--- src/rtl/bcd_timer_pkg.sv ---
// ============================================================================
// Module  : bcd_timer_pkg
// Brief   : Shared constants and the per-digit maximum helper for bcd_timer_n
// Revision: 1.0 - initial release
// ============================================================================
`default_nettype none

package bcd_timer_pkg;

    localparam int BCD_W      = 4;
    localparam int MAX_DIGITS = 16;

    localparam logic MODE_WRAP = 1'b0;
    localparam logic MODE_STOP = 1'b1;
    localparam logic DIR_UP    = 1'b1;
    localparam logic DIR_DOWN  = 1'b0;

    // Extracts the maximum value of digit idx from the packed DIGIT_MAX word
    function automatic logic [BCD_W-1:0] digit_max(
        input logic [BCD_W*MAX_DIGITS-1:0] packed_max,
        input int                          idx
    );
        return packed_max[idx*BCD_W +: BCD_W];
    endfunction

endpackage

`default_nettype wire

--- src/rtl/bcd_digit.sv ---
// ============================================================================
// Module  : bcd_digit
// Brief   : One BCD nibble with per-digit modulus, load clamp and carry/borrow out
// Revision: 1.0 - initial release
// ============================================================================
`default_nettype none

module bcd_digit
    import bcd_timer_pkg::*;
(
    input  logic             clk,
    input  logic             clr,
    input  logic             load,
    input  logic [BCD_W-1:0] load_val,
    input  logic             step_in,
    input  logic             dir,
    input  logic [BCD_W-1:0] max,
    output logic [BCD_W-1:0] q,
    output logic [BCD_W-1:0] q_nxt,
    output logic             carry_out
);

    logic [BCD_W-1:0] r_q;
    logic [BCD_W-1:0] w_stepped;
    logic [BCD_W-1:0] w_clamped;
    logic             w_at_edge;

    // w_at_edge marks the value from which this digit rolls over in the current direction
    always_comb begin
        w_at_edge = (dir == DIR_UP) ? (r_q == max) : (r_q == '0);
        w_stepped = r_q;
        if (dir == DIR_UP) begin
            w_stepped = w_at_edge ? '0 : r_q + BCD_W'(1);
        end else begin
            w_stepped = w_at_edge ? max : r_q - BCD_W'(1);
        end
    end

    assign w_clamped = (load_val > max) ? max : load_val;

    always_ff @(posedge clk) begin
        if (clr) begin
            r_q <= '0;
        end else if (load) begin
            r_q <= w_clamped;
        end else if (step_in) begin
            r_q <= w_stepped;
        end
    end

    assign q         = r_q;
    assign q_nxt     = step_in ? w_stepped : r_q;
    assign carry_out = step_in && w_at_edge;

endmodule

`default_nettype wire

--- src/rtl/bcd_timer_n.sv ---
// ============================================================================
// Module  : bcd_timer_n
// Brief   : Prescaled N-digit BCD up/down timer with wrap/stop and display scan
// Revision: 1.0 - initial release
// ============================================================================
`default_nettype none

module bcd_timer_n
    import bcd_timer_pkg::*;
#(
    parameter int                  PRESCALE  = 100_000_000,
    parameter int                  DIGITS    = 4,
    parameter logic [4*DIGITS-1:0] DIGIT_MAX = 16'h5959,
    parameter int                  SCAN_DIV  = 50_000
)(
    input  logic                                        clk,
    input  logic                                        clr,
    input  logic                                        en,
    input  logic                                        dir,
    input  logic                                        mode,
    input  logic                                        load,
    input  logic [4*DIGITS-1:0]                         load_val,
    output logic [4*DIGITS-1:0]                         value,
    output logic                                        tick,
    output logic                                        tc,
    output logic                                        done,
    output logic [(DIGITS > 1 ? $clog2(DIGITS) : 1)-1:0] scan_sel,
    output logic                                        scan_tick
);

    localparam int PW       = $clog2(PRESCALE + 1);
    localparam int SW       = $clog2(SCAN_DIV + 1);
    localparam int SEL_W    = (DIGITS > 1) ? $clog2(DIGITS) : 1;
    localparam int c_wide_w = BCD_W * MAX_DIGITS;

    localparam logic [PW-1:0]       c_pre_last  = PW'(PRESCALE - 1);
    localparam logic [SW-1:0]       c_scan_last = SW'(SCAN_DIV - 1);
    localparam logic [SEL_W-1:0]    c_last_sel  = SEL_W'(DIGITS - 1);
    localparam logic [c_wide_w-1:0] c_max_wide  = c_wide_w'(DIGIT_MAX);

    logic [PW-1:0]           r_pcnt;
    logic [SW-1:0]           r_scnt;
    logic [SEL_W-1:0]        r_scan_sel;
    logic                    r_tc;
    logic                    r_done;

    logic [BCD_W*DIGITS-1:0] w_value;
    logic [BCD_W*DIGITS-1:0] w_value_nxt;
    logic [BCD_W*DIGITS-1:0] w_max_vec;
    logic [DIGITS:0]         w_carry;
    logic                    w_tick;
    logic                    w_scan_tick;
    logic                    w_try;
    logic                    w_step;
    logic                    w_hold_term;
    logic                    w_term_now;
    logic                    w_term_nxt;
    logic                    w_land_stop;

    assign w_tick      = en && (r_pcnt == c_pre_last);
    assign w_scan_tick = (r_scnt == c_scan_last);

    // In stop mode a step starting from terminal is converted into a done/tc event
    assign w_try       = w_tick && !load && !r_done;
    assign w_hold_term = w_try && (mode == MODE_STOP) && w_term_now;
    assign w_step      = w_try && !w_hold_term;
    assign w_land_stop = w_step && (mode == MODE_STOP) && w_term_nxt;

    assign w_term_now = (dir == DIR_UP) ? (w_value == w_max_vec) : (w_value == '0);
    assign w_term_nxt = (dir == DIR_UP) ? (w_value_nxt == w_max_vec) : (w_value_nxt == '0);

    assign w_carry[0] = w_step;

    for (genvar i = 0; i < DIGITS; i++) begin : g_digit
        localparam logic [BCD_W-1:0] c_max = digit_max(c_max_wide, i);

        assign w_max_vec[i*BCD_W +: BCD_W] = c_max;

        bcd_digit u_digit (
            .clk       (clk),
            .clr       (clr),
            .load      (load),
            .load_val  (load_val[i*BCD_W +: BCD_W]),
            .step_in   (w_carry[i]),
            .dir       (dir),
            .max       (c_max),
            .q         (w_value[i*BCD_W +: BCD_W]),
            .q_nxt     (w_value_nxt[i*BCD_W +: BCD_W]),
            .carry_out (w_carry[i+1])
        );
    end

    always_ff @(posedge clk) begin
        if (clr || load) begin
            r_pcnt <= '0;
        end else if (en) begin
            r_pcnt <= w_tick ? '0 : r_pcnt + PW'(1);
        end
    end

    // Carry out of the top digit means the whole counter rolled over from terminal
    always_ff @(posedge clk) begin
        if (clr || load) begin
            r_tc   <= 1'b0;
            r_done <= 1'b0;
        end else begin
            r_tc <= ((mode == MODE_WRAP) && w_carry[DIGITS]) || w_land_stop || w_hold_term;
            if (w_land_stop || w_hold_term) begin
                r_done <= 1'b1;
            end
        end
    end

    always_ff @(posedge clk) begin
        if (clr) begin
            r_scnt     <= '0;
            r_scan_sel <= '0;
        end else if (w_scan_tick) begin
            r_scnt     <= '0;
            r_scan_sel <= (r_scan_sel == c_last_sel) ? '0 : r_scan_sel + SEL_W'(1);
        end else begin
            r_scnt <= r_scnt + SW'(1);
        end
    end

    assign value     = w_value;
    assign tick      = w_tick;
    assign tc        = r_tc;
    assign done      = r_done;
    assign scan_sel  = r_scan_sel;
    assign scan_tick = w_scan_tick;

endmodule

`default_nettype wire

--- config.mk ---
export PLATFORM = sky130hd
export DESIGN_NAME = bcd_timer_n
export DESIGN_NICKNAME = d
export VERILOG_FILES = /design/src/rtl/bcd_timer_pkg.sv /design/src/rtl/bcd_digit.sv /design/src/rtl/bcd_timer_n.sv
export SDC_FILE = /design/constraint.sdc
export NUM_CORES = 1
export LEC_CHECK = 0
export CORE_MARGIN = 5
export CORE_UTILIZATION = 52
export CTS_CLUSTER_SIZE = 24
export DETAILED_ROUTE_END_ITERATION = 12
export PLACE_DENSITY = 0.77
export SLEW_MARGIN = 15
export SYNTH_ARGS = -nofsm -noshare
export SYNTH_HDL_FRONTEND = slang
export SYNTH_SLANG_ARGS = --single-unit
--- constraint.sdc ---
create_clock -name clk -period 2.6 [get_ports clk]
set_clock_uncertainty 0.1 [all_clocks]
set_input_delay 0.52 -clock clk [delete_from_list [all_inputs] [get_ports clk]]
set_output_delay 0.52 -clock clk [all_outputs]
set_load 0.005 [all_outputs]
Yosys cells after proc, flatten, opt, wreduce, memory -nomap -nowiden
Index checks and enable logic that the tools add are counted.
{ "word_totals": {"ff_bits": 63, "out_inout_bits": 22, "elab_cells": 93} }
{ "classes": {"addsub": 11, "n_lt_le_gt_ge": 4, "n_eq_ne": 9, "muxes": 32, "bitwise": 1, "n_reduce_logical": 27} }
{ "ops": {"columns": ["operator", "count"], "rows": [
  ["2-to-1 mux 4 bit", 24],
  ["== test 16 x 15 -> 1 bit, second input constant", 2],
  ["zero test 16 bit", 2],
  ["adder 27 x 1 -> 27 bit, second input constant", 1],
  ["== test 27 bit, second input constant", 1],
  ["2-to-1 mux 27 bit", 1],
  ["adder 16 x 1 -> 16 bit, second input constant", 1],
  ["adder 4 x 1 -> 4 bit, second input constant", 4],
  ["== test 16 bit, second input constant", 1],
  ["zero test 4 bit", 4],
  ["subtractor 4 x 1 -> 4 bit, second input constant", 4],
  ["logical AND 1 bit", 13],
  ["== test 4 x 3 -> 1 bit, second input constant", 2],
  ["== test 4 bit, second input constant", 2],
  ["> comparator 4 x 3 -> 1 bit, second input constant", 2],
  ["> comparator 4 bit, second input constant", 2],
  ["2-to-1 mux 1 bit", 6],
  ["logical OR 1 bit", 4],
  ["zero test 1 bit", 3],
  ["adder 2 x 1 -> 2 bit, second input constant", 1],
  ["== test 2 bit, second input constant", 1],
  ["2-to-1 mux 2 bit", 1],
  ["OR reduction 2 bit", 1],
  ["NOT 1 bit", 1]
]} }

Logic depth before layout (Yosys ltp)
Gate-level depths: netlist (run 1).
{ "logic_depth": {"ltp_word": 17, "depth_mapped": 12} }

By module
From an unflattened synthesis (run 1), not the netlist that was laid out.
{ "hier_totals": {"hier_cells": 580, "hier_area_um2": 4829.6} }
{ "by_module_without_submodules": {"columns": ["module", "n_inst", "cells_per_inst", "area_each_um2", "seq_area_each_um2"], "rows": [
  ["bcd_digit", 4, 79, 643.1, 80.1],
  ["bcd_timer_n", 1, 264, 2257.2, 940.9]
]} }

Worst setup path before layout (run 1)
No wires, ideal clock.
{ "synth_timing": {"path_type": "register to register", "from": "register r_pcnt[0]", "to": "register r_done (netlist: done)", "setup_time_ns": 0.120, "arrival_time_ns": 2.681, "path_slack_ns": -0.301, "stages_incl_launch_ff": 12, "synth_period_minus_slack_ns": 2.901, "path_cell_list": "dfxtp_1 ha_1 nand4_2 or2_1 or4_4 or3_1 buf_6 o41ai_2 o21ai_1 and4b_1 o21ai_1 nand2_1"} }
{ "synth_between": {"elab_chain_cells": 16, "word_cells_on_any_way": 21} }
{ "synth_lines": {"columns": ["item", "line_no", "rtl"], "rows": [
  ["start, declared", "bcd_timer_n.sv:41", "logic [PW-1:0] r_pcnt;"],
  ["start signal, assigned", "bcd_timer_n.sv:97", "r_pcnt <= w_tick ? '0 : r_pcnt + PW'(1);"],
  ["== test 27 bit (*)", "bcd_timer_n.sv:60", "assign w_tick = en && (r_pcnt == c_pre_last);"],
  ["logical AND 1 bit (*)", "bcd_timer_n.sv:60", null],
  ["logical AND 1 bit (*) (2 in series)", "bcd_timer_n.sv:64", "assign w_try = w_tick && !load && !r_done;"],
  ["logical AND 1 bit (2 in series)", "bcd_timer_n.sv:65", "assign w_hold_term = w_try && (mode == MODE_STOP) && w_term_now;"],
  ["zero test 1 bit", "bcd_timer_n.sv:66", "assign w_step = w_try && !w_hold_term;"],
  ["logical AND 1 bit", "bcd_timer_n.sv:66", null],
  ["logical AND 1 bit (3 in series)", "bcd_digit.sv:53", "assign carry_out = step_in && w_at_edge;"],
  ["2-to-1 mux 4 bit", "bcd_digit.sv:52", "assign q_nxt = step_in ? w_stepped : r_q;"],
  ["== test 16 x 15 -> 1 bit or zero test 16 bit (tied branches)", "bcd_timer_n.sv:70", "assign w_term_nxt = (dir == DIR_UP) ? (w_value_nxt == w_max_vec) : (w_value_nxt == '0);"],
  ["2-to-1 mux 1 bit", "bcd_timer_n.sv:70", null],
  ["logical AND 1 bit", "bcd_timer_n.sv:67", "assign w_land_stop = w_step && (mode == MODE_STOP) && w_term_nxt;"],
  ["logical OR 1 bit (*)", "bcd_timer_n.sv:108", "if (w_land_stop || w_hold_term) begin"],
  ["end signal, assigned", "bcd_timer_n.sv:105", "r_done <= 1'b0;"],
  ["end signal, assigned", "bcd_timer_n.sv:109", "r_done <= 1'b1;"],
  ["end, declared", "bcd_timer_n.sv:45", "logic r_done;"]
]} }
Every way passes the cells marked *; elsewhere a longest branch is shown, timed or not.
A chain may end at the register's enable or synchronous reset.

Worst setup path after layout (run 1)
{ "layout_timing": {"from": "register r_pcnt[10]", "to": "register r_tc (netlist: tc)"} }
{ "layout_between": {"elab_chain_cells": 17, "word_cells_on_any_way": 24} }
{ "layout_lines": {"columns": ["item", "line_no", "rtl"], "rows": [
  ["== test 27 bit (*)", "bcd_timer_n.sv:60", null],
  ["logical AND 1 bit (*)", "bcd_timer_n.sv:60", null],
  ["logical AND 1 bit (*) (2 in series)", "bcd_timer_n.sv:64", null],
  ["logical AND 1 bit (2 in series)", "bcd_timer_n.sv:65", null],
  ["zero test 1 bit", "bcd_timer_n.sv:66", null],
  ["logical AND 1 bit", "bcd_timer_n.sv:66", null],
  ["logical AND 1 bit (3 in series)", "bcd_digit.sv:53", null],
  ["2-to-1 mux 4 bit", "bcd_digit.sv:52", null],
  ["== test 16 x 15 -> 1 bit or zero test 16 bit (tied branches)", "bcd_timer_n.sv:70", null],
  ["2-to-1 mux 1 bit", "bcd_timer_n.sv:70", null],
  ["logical AND 1 bit", "bcd_timer_n.sv:67", null],
  ["logical OR 1 bit", "bcd_timer_n.sv:107", "r_tc <= ((mode == MODE_WRAP) && w_carry[DIGITS]) || w_land_stop || w_hold_term;"],
  ["logical OR 1 bit (*)", "bcd_timer_n.sv:107", null],
  ["end signal, assigned", "bcd_timer_n.sv:107", null],
  ["end, declared", "bcd_timer_n.sv:44", "logic r_tc;"]
]} }
Marks and branches as above.

==> results.yml, run 1 <==
logic_synthesis:
  ys_warn_count: 0
  syn_area_mm2: 0.00406
  syn_avg_cell_area_um2: 7.68
  yosysTopAreaCellShare: 0.311
  synthTopCellsByArea: "dfxtp_1, nor2_1, ha_1, xor2_1, nand2_1"
  synth_top_area_cell: "dfxtp_1"
  yosys.cell_count.top_type: "nor2_1"
  synth_enable_flop_cells: 0
  synth_seq_cells: 63
  syn_inst: 528
  synth-seq-area-share: 0.311
  postSynthNetCount: 569
  synthArstFlopShare: 0
  synthFlopType: "dfxtp_1"
  synth_common_cells: "nor2_1, dfxtp_1, nand2_1"
  ys_types: 58
layout:
  nNetsFinal: 737
  drive_gt1_frac: 0.304
  fin_util: 0.808
  syn_to_final_growth_pct: 52.5
  diodes: 0
  fillCellCount: 494
clock_tree:
  root_buffer: "clkbuf_8"
  worstSkewPairLatency_ps: 330
  clkTransAtPathRegs_ps: 70
  cts_sinks: 63
  hold_buffers: 0
  htreeDepth: 3
  cts_tree: "built"
  clock_path_buffers: 2
  cts_made_buffers: 9
route:
  totalWireLength_mm: 13.1
  vias: 4681
  drc: 0
  first_iter_violations: 310
  routedWlPerCell_um: 16.3
  firstDrtPassIters: 5
  drtAntennaViolNets: 0
  routed_via_density: 5.83
setup_path:
  crit_arrival_ps: 3030
  critPathMaxStageDelay_ps: 560
  cp_slowest_cell: "or4_4"
  critPathMaxFanout: 6
  setup.worst_path.end_class: "flip-flop"
  cp-start-kind: "flip-flop"
  cp_cell_sequence: "nor4b_4, nand4_1, or4_4, or3_4, buf_12, mux2i_4, nand2_2, nor4b_4, o21ai_2, nand2_1"
  path_class: "flip-flop to flip-flop"
  worstPathRequired_ps: 2770
  cpMostUsedCell: "nor4b_4"
placement:
  dp_hpwl_mm: 9.29
  gp_congestion: 1.05
  portBuffers: 43
global_routing:
  grt_pass1_wl_mm: 20.9
  overflow: 0
  antenna_found_initial: 0
  grt_max_degree: 26
  grt_pass1_vias: 4567
  grt_util_all_layers: 0.258
floorplan:
  initial_utilization: 0.530
  io-pin-count: 44
  die_w_um: 98.3
  fp-row-count: 32
  die_y_um: 98.3
  die_area_mm2: 0.00966
  core_region_area_mm2: 0.00765
timing:
  finalCritPeriodShare: 1.10
  rsz0062_at_grt: "true"
  setup_ws_ps: -255
  worst_pin_slew_ps: 525
  drv_slew: 0
  fmax_mhz: 350
  fin_crit_ps: 2850
  setup_viol_count_final: 8
  setup-tns-final_ps: -1360
  maxSlewHeadroom: 0.647
  hold_viol: 0
pwr:
  p_leak_uw: 0.00250
  powerDensity_mw_per_mm2: 383
  peakVddDrop_mv: 0.369
run:
  maxCapViolCount: 0
min_path:
  hold_path_class: "flip-flop to flip-flop"
status:
  status: "complete, but fails checks"
  violations: "negative setup slack"
==> path summary, 6_finish.rpt <==
path	slack, ps	startpoint	to	depth (start not counted)
setup / recovery	-250	r_pcnt[10]$_SDFFE_PP0P_	tc$_SDFF_PP0_	10
hold reg to reg	390	r_scnt[0]$_SDFF_PP0_	r_scnt[0]$_SDFF_PP0_	1
hold / removal	390	r_scnt[0]$_SDFF_PP0_	r_scnt[0]$_SDFF_PP0_	1
setup reg to reg	-250	r_pcnt[10]$_SDFFE_PP0P_	tc$_SDFF_PP0_	10
==> where the power goes <==
group	internal (uW)	leakage, uW	switching (uW)
logic	272	0.00188	261
clock network	465	0.000100	365
registers	983	0.000515	23.5
total	1720	0.00250	650
==> registers in the layout, indices dropped and copies added (netlist names) <==
name / flops
r_scnt: 16
tc: 1
g_digit.u_digit.q: 16
done: 1
r_pcnt: 27
scan_sel: 2
==> cells in the final DEF (no fill, tap or decap), types with 3 or more instances in the layout <==
cell type / synthesis / layout
nor2b_1: 3 / 3
nor3_1: 12 / 12
nor3b_1: 5 / 3
o22ai_1: 6 / 5
mux2i_1: 10 / 7
clkdlybuf4s50_1: 0 / 40
a22oi_1: 3 / 3
buf_12: 0 / 3
o21ai_0: 20 / 20
inv_2: 0 / 3
o221ai_1: 3 / 3
clkbuf_8: 0 / 10
or4_1: 4 / 3
buf_4: 0 / 125
nor2_1: 89 / 85
xor2_1: 23 / 23
inv_1: 27 / 24
buf_6: 1 / 6
a211oi_1: 10 / 9
dfxtp_2: 0 / 10
nand2b_1: 5 / 5
nor4_1: 4 / 3
dfxtp_1: 63 / 53
ha_4: 0 / 4
nand2_1: 39 / 37
and4b_1: 5 / 5
a31oi_1: 9 / 8
clkinv_2: 0 / 3
nor4b_4: 0 / 5
o31ai_1: 4 / 4
nand3b_1: 5 / 5
ha_1: 19 / 13
nand4_1: 17 / 17
a21oi_1: 26 / 23
and3_1: 9 / 8
or3_1: 8 / 6
xnor2_1: 13 / 13
nand3_1: 21 / 18
==> metal layers <==
metal | track usage | part of all wire | vias up
li1 | - | - | 2226
met1 | 0.311 | 0.39 | 2198
met2 | 0.454 | 0.51 | 201
met3 | 0.0443 | 0.063 | 56
met4 | 0.101 | 0.033 | 0
met5 | 0 | 0 | -
==> worst max-delay path: cells and delay by family, from the launching register on <==
family | cells | cell delay (ps)
DFF | 1 | 330
and+or+nand+nor | 7 | 1900
buffers and inverters | 1 | 160
muxes | 1 | 210
AOI/OAI and AO/OA | 1 | 100
==> kinds of logic after synthesis <==
| group | synth area share |
|---|---|
| buf+inv | 0.0472 |
| compound gates | 0.164 |
| flops | 0.311 |
| mux | 0.0247 |
| fa+ha+maj | 0.0586 |
| simple gates | 0.317 |
| xor+xnor | 0.0778 |
==> what timing repair did <==
action,CTS,global route
gates cloned,1,0
endpoints found under the setup margin,17,15
pin swaps,7,21
gates resized for setup,38,33
endpoints found under the hold margin,0,0
setup buffers,9,6
==> metrics by stage <==
stage / instance area, um2 / hold WS, ps / setup WS, ps / std cells / total power [uW]
after floorplan: 4120 / 330 / -46.8 / 528 / 1240
after global placement: 5540 / 343 / -696 / 774 / 1480
after detailed placement: 5540 / 387 / -755 / 774 / 1490
after CTS: 5980 / 397 / -282 / 799 / 2340
after global routing: 6180 / 437 / -377 / 803 / 2480
final: 6180 / 391 / -255 / 803 / 2370
==> cell type report <==
| type | instances | area [um2] | area share |
|---|---|---|---|
| multi-input cells | 416 | 2960 | 0.478 |
| repair buffers | 178 | 1530 | 0.247 |
| flip-flops and latches | 63 | 1270 | 0.206 |
| clock buffers | 12 | 145 | 0.0235 |
| well taps | 102 | 128 | 0.0206 |
| inverters | 28 | 105 | 0.0170 |
| clock inverters | 4 | 45.0 | 0.00729 |
(Power assumes the default switching activity.)
==> run 2: changes to the inputs <==
--- a/config.mk
+++ b/config.mk
@@ -7,7 +7,7 @@
 export LEC_CHECK = 0
 export CORE_MARGIN = 5
 export CORE_UTILIZATION = 52
-export CTS_CLUSTER_SIZE = 24
+export CTS_CLUSTER_SIZE = 28
 export DETAILED_ROUTE_END_ITERATION = 12
 export PLACE_DENSITY = 0.77
 export SLEW_MARGIN = 15
==> results of run 2 <==
Same layout as run 1: the final DEF is identical, and so are final timing and power.
==> run 3: changes to the inputs <==
--- a/config.mk
+++ b/config.mk
@@ -6,10 +6,10 @@
 export NUM_CORES = 1
 export LEC_CHECK = 0
 export CORE_MARGIN = 5
-export CORE_UTILIZATION = 52
+export CORE_UTILIZATION = 62
 export CTS_CLUSTER_SIZE = 28
 export DETAILED_ROUTE_END_ITERATION = 12
-export PLACE_DENSITY = 0.77
+export PLACE_DENSITY = 0.86
 export SLEW_MARGIN = 15
 export SYNTH_ARGS = -nofsm -noshare
 export SYNTH_HDL_FRONTEND = slang
==> constraint.sdc (replaced) <==
create_clock -name clk -period 3.55 [get_ports clk]
set_clock_uncertainty 0.1 [all_clocks]
set_input_delay 0.71 -clock clk [delete_from_list [all_inputs] [get_ports clk]]
set_output_delay 0.71 -clock clk [all_outputs]
set_load 0.005 [all_outputs]
==> run 3 against run 2 <==
Against the previous run: the flow now finishes without violations; via count decreased by 14%; utilization shrank 4.3 points; worst setup slack better by 500 ps; first-iteration DRC count decreased by 0.65%; flip-flop and latch count did not move; global-route usage down 0.75 points.
==> results.yml, run 3 (synthesized netlist as in run 1, its figures left out) <==
route:
  firstDrtPassIters: 5
  vias: 4042
  drtAntennaViolNets: 0
  routedWlPerCell_um: 15.4
  routed_via_density: 6.11
  drc: 0
  totalWireLength_mm: 10.2
  first_iter_violations: 308
timing:
  hold_viol: 0
  holdWs_ps: 377
  worst_pin_slew_ps: 560
  setup_viol_count_final: 0
  finalCritPeriodShare: 0.929
  maxSlewHeadroom: 0.626
  fmax_mhz: 303
  setup_ws_ps: 250
  setup-tns-final_ps: 0
  drv_slew: 0
  rsz0062_at_grt: "false"
  fin_crit_ps: 3300
setup_path:
  reg2reg_slack_ps: 270
  rr_startpoint: "g_digit[0].u_digit.q[0]$_SDFF_PP0_"
  path_class: "primary input to flip-flop"
  cp_slowest_cell: "clkdlybuf4s50_1"
  worstPathRequired_ps: 3680
  critPathMaxFanout: 7
  setup.worst_path.end_class: "flip-flop"
  crit_arrival_ps: 3430
  cp_cell_sequence: "clkdlybuf4s50_1, nand4b_1, or4_1, a21boi_0, or3_1, mux2i_1, nor2_1, and4b_1, o21ai_1, nand2_1"
  rr_endpoint: "tc$_SDFF_PP0_"
  worstRegToRegCells: 10
  cp-start-kind: "primary input"
  critPathMaxStageDelay_ps: 570
pwr:
  powerDensity_mw_per_mm2: 341
  peakVddDrop_mv: 0.248
  p_leak_uw: 0.00187
  totalPowerFinal_uw: 1650
run:
  maxCapViolCount: 0
clock_tree:
  cts_tree: "built"
  worstSkewPairLatency_ps: 340
  cts_made_buffers: 9
  root_buffer: "clkbuf_8"
  post-cts-setup-buffer-count: 0
  clock_path_buffers: 2
  htreeDepth: 3
  clkTransAtPathRegs_ps: 70
  cts_sinks: 63
layout:
  syn_to_final_growth_pct: 19.8
  largest_reg_flops: 27
  regArea_mm2: 0.00126
  layout_commonest_cell: "nor2_1"
  nNetsFinal: 621
  multi_input_area_mm2: 0.00261
  top_register: "r_pcnt"
  drive_gt1_frac: 0.0735
  fillCellCount: 466
  mostFrequentLayoutCells: "nor2_1, dfxtp_1, clkdlybuf4s50_1, nand2_1, inv_1"
  diodes: 0
floorplan:
  die_area_mm2: 0.00826
  die_w_um: 90.9
  core_region_area_mm2: 0.00635
  initial_utilization: 0.639
  fp-row-count: 29
  io-pin-count: 44
  die_y_um: 90.9
placement:
  dp_slack_ps: -136
  dp_hpwl_mm: 7.34
  portBuffers: 43
  gp_congestion: 0.941
min_path:
  holdPathStages: 1
  holdPathEnd: "r_scnt[0]$_SDFF_PP0_"
  hp-start: "r_scnt[0]$_SDFF_PP0_"
  hold_path_class: "flip-flop to flip-flop"
global_routing:
  overflow: 0
  grt_util_all_layers: 0.250
  grt_pass1_wl_mm: 17.5
  antenna_found_initial: 0
  grt_pass1_vias: 3896
  grt_max_degree: 26
status:
  status: "finished, final reports clean"
run 3: cell type report:
type / count / share of cell area
clock buffer: 12 / 0.0278
tap: 77 / 0.0198
timing repair buffer: 62 / 0.118
clock inverter: 4 / 0.0144
inverter: 28 / 0.0216
sequential: 63 / 0.260
multi-input combinational: 416 / 0.538
run 3: routing by layer:
metal / up-vias / global-route usage / routed length, um
met1: 1882 / 0.291 / 4330
met5: - / 0 / 0
li1: 1983 / - / -
met3: 29 / 0.0575 / 539
met4: 0 / 0.121 / 324
met2: 148 / 0.430 / 5030
run 3: worst max-delay path by stage:
stage	start	end	slack [ps]	cells after the start
6_report	dir	tc$_SDFF_PP0_	250	10
5_1_grt	g_digit[0].u_digit.q[0]$_SDFF_PP0_	done$_SDFFE_PP0P_	0.2	10
4_1_cts	en	tick	30	7
3_5_place_dp	en	done$_SDFFE_PP0P_	-140	10
3_3_place_gp	en	done$_SDFFE_PP0P_	-50	10
2_1_floorplan	en	done$_SDFFE_PP0P_	500	10
run 3: timing repair:
action,4_1_cts,5_1_grt
setup endpoints to repair,0,3
hold buffers,0,0
resized for setup,0,3
run 3: power by group:
| group | leakage (uW) | switching [uW] | internal [uW] |
|---|---|---|---|
| logic | 0.00125 | 130 | 113 |
| clock network | 0.000104 | 270 | 394 |
| registers | 0.000511 | 27.6 | 719 |
| total | 0.00187 | 428 | 1230 |
run 3: critical path, delay by kind of cell:
kind | cells | cell delay, ps
compound gates | 2 | 470
buf+inv | 1 | 570
mux | 1 | 350
simple gates | 6 | 1340
run 3: metrics by stage:
stage / instance area [um2] / cells / utilization
after global routing: 4860 / 662 / 0.765
after floorplan: 4060 / 528 / -
after global placement: 4640 / 646 / 0.730
after detailed placement: 4640 / 646 / 0.730
final: 4860 / 662 / 0.765
after CTS: 4840 / 662 / 0.763
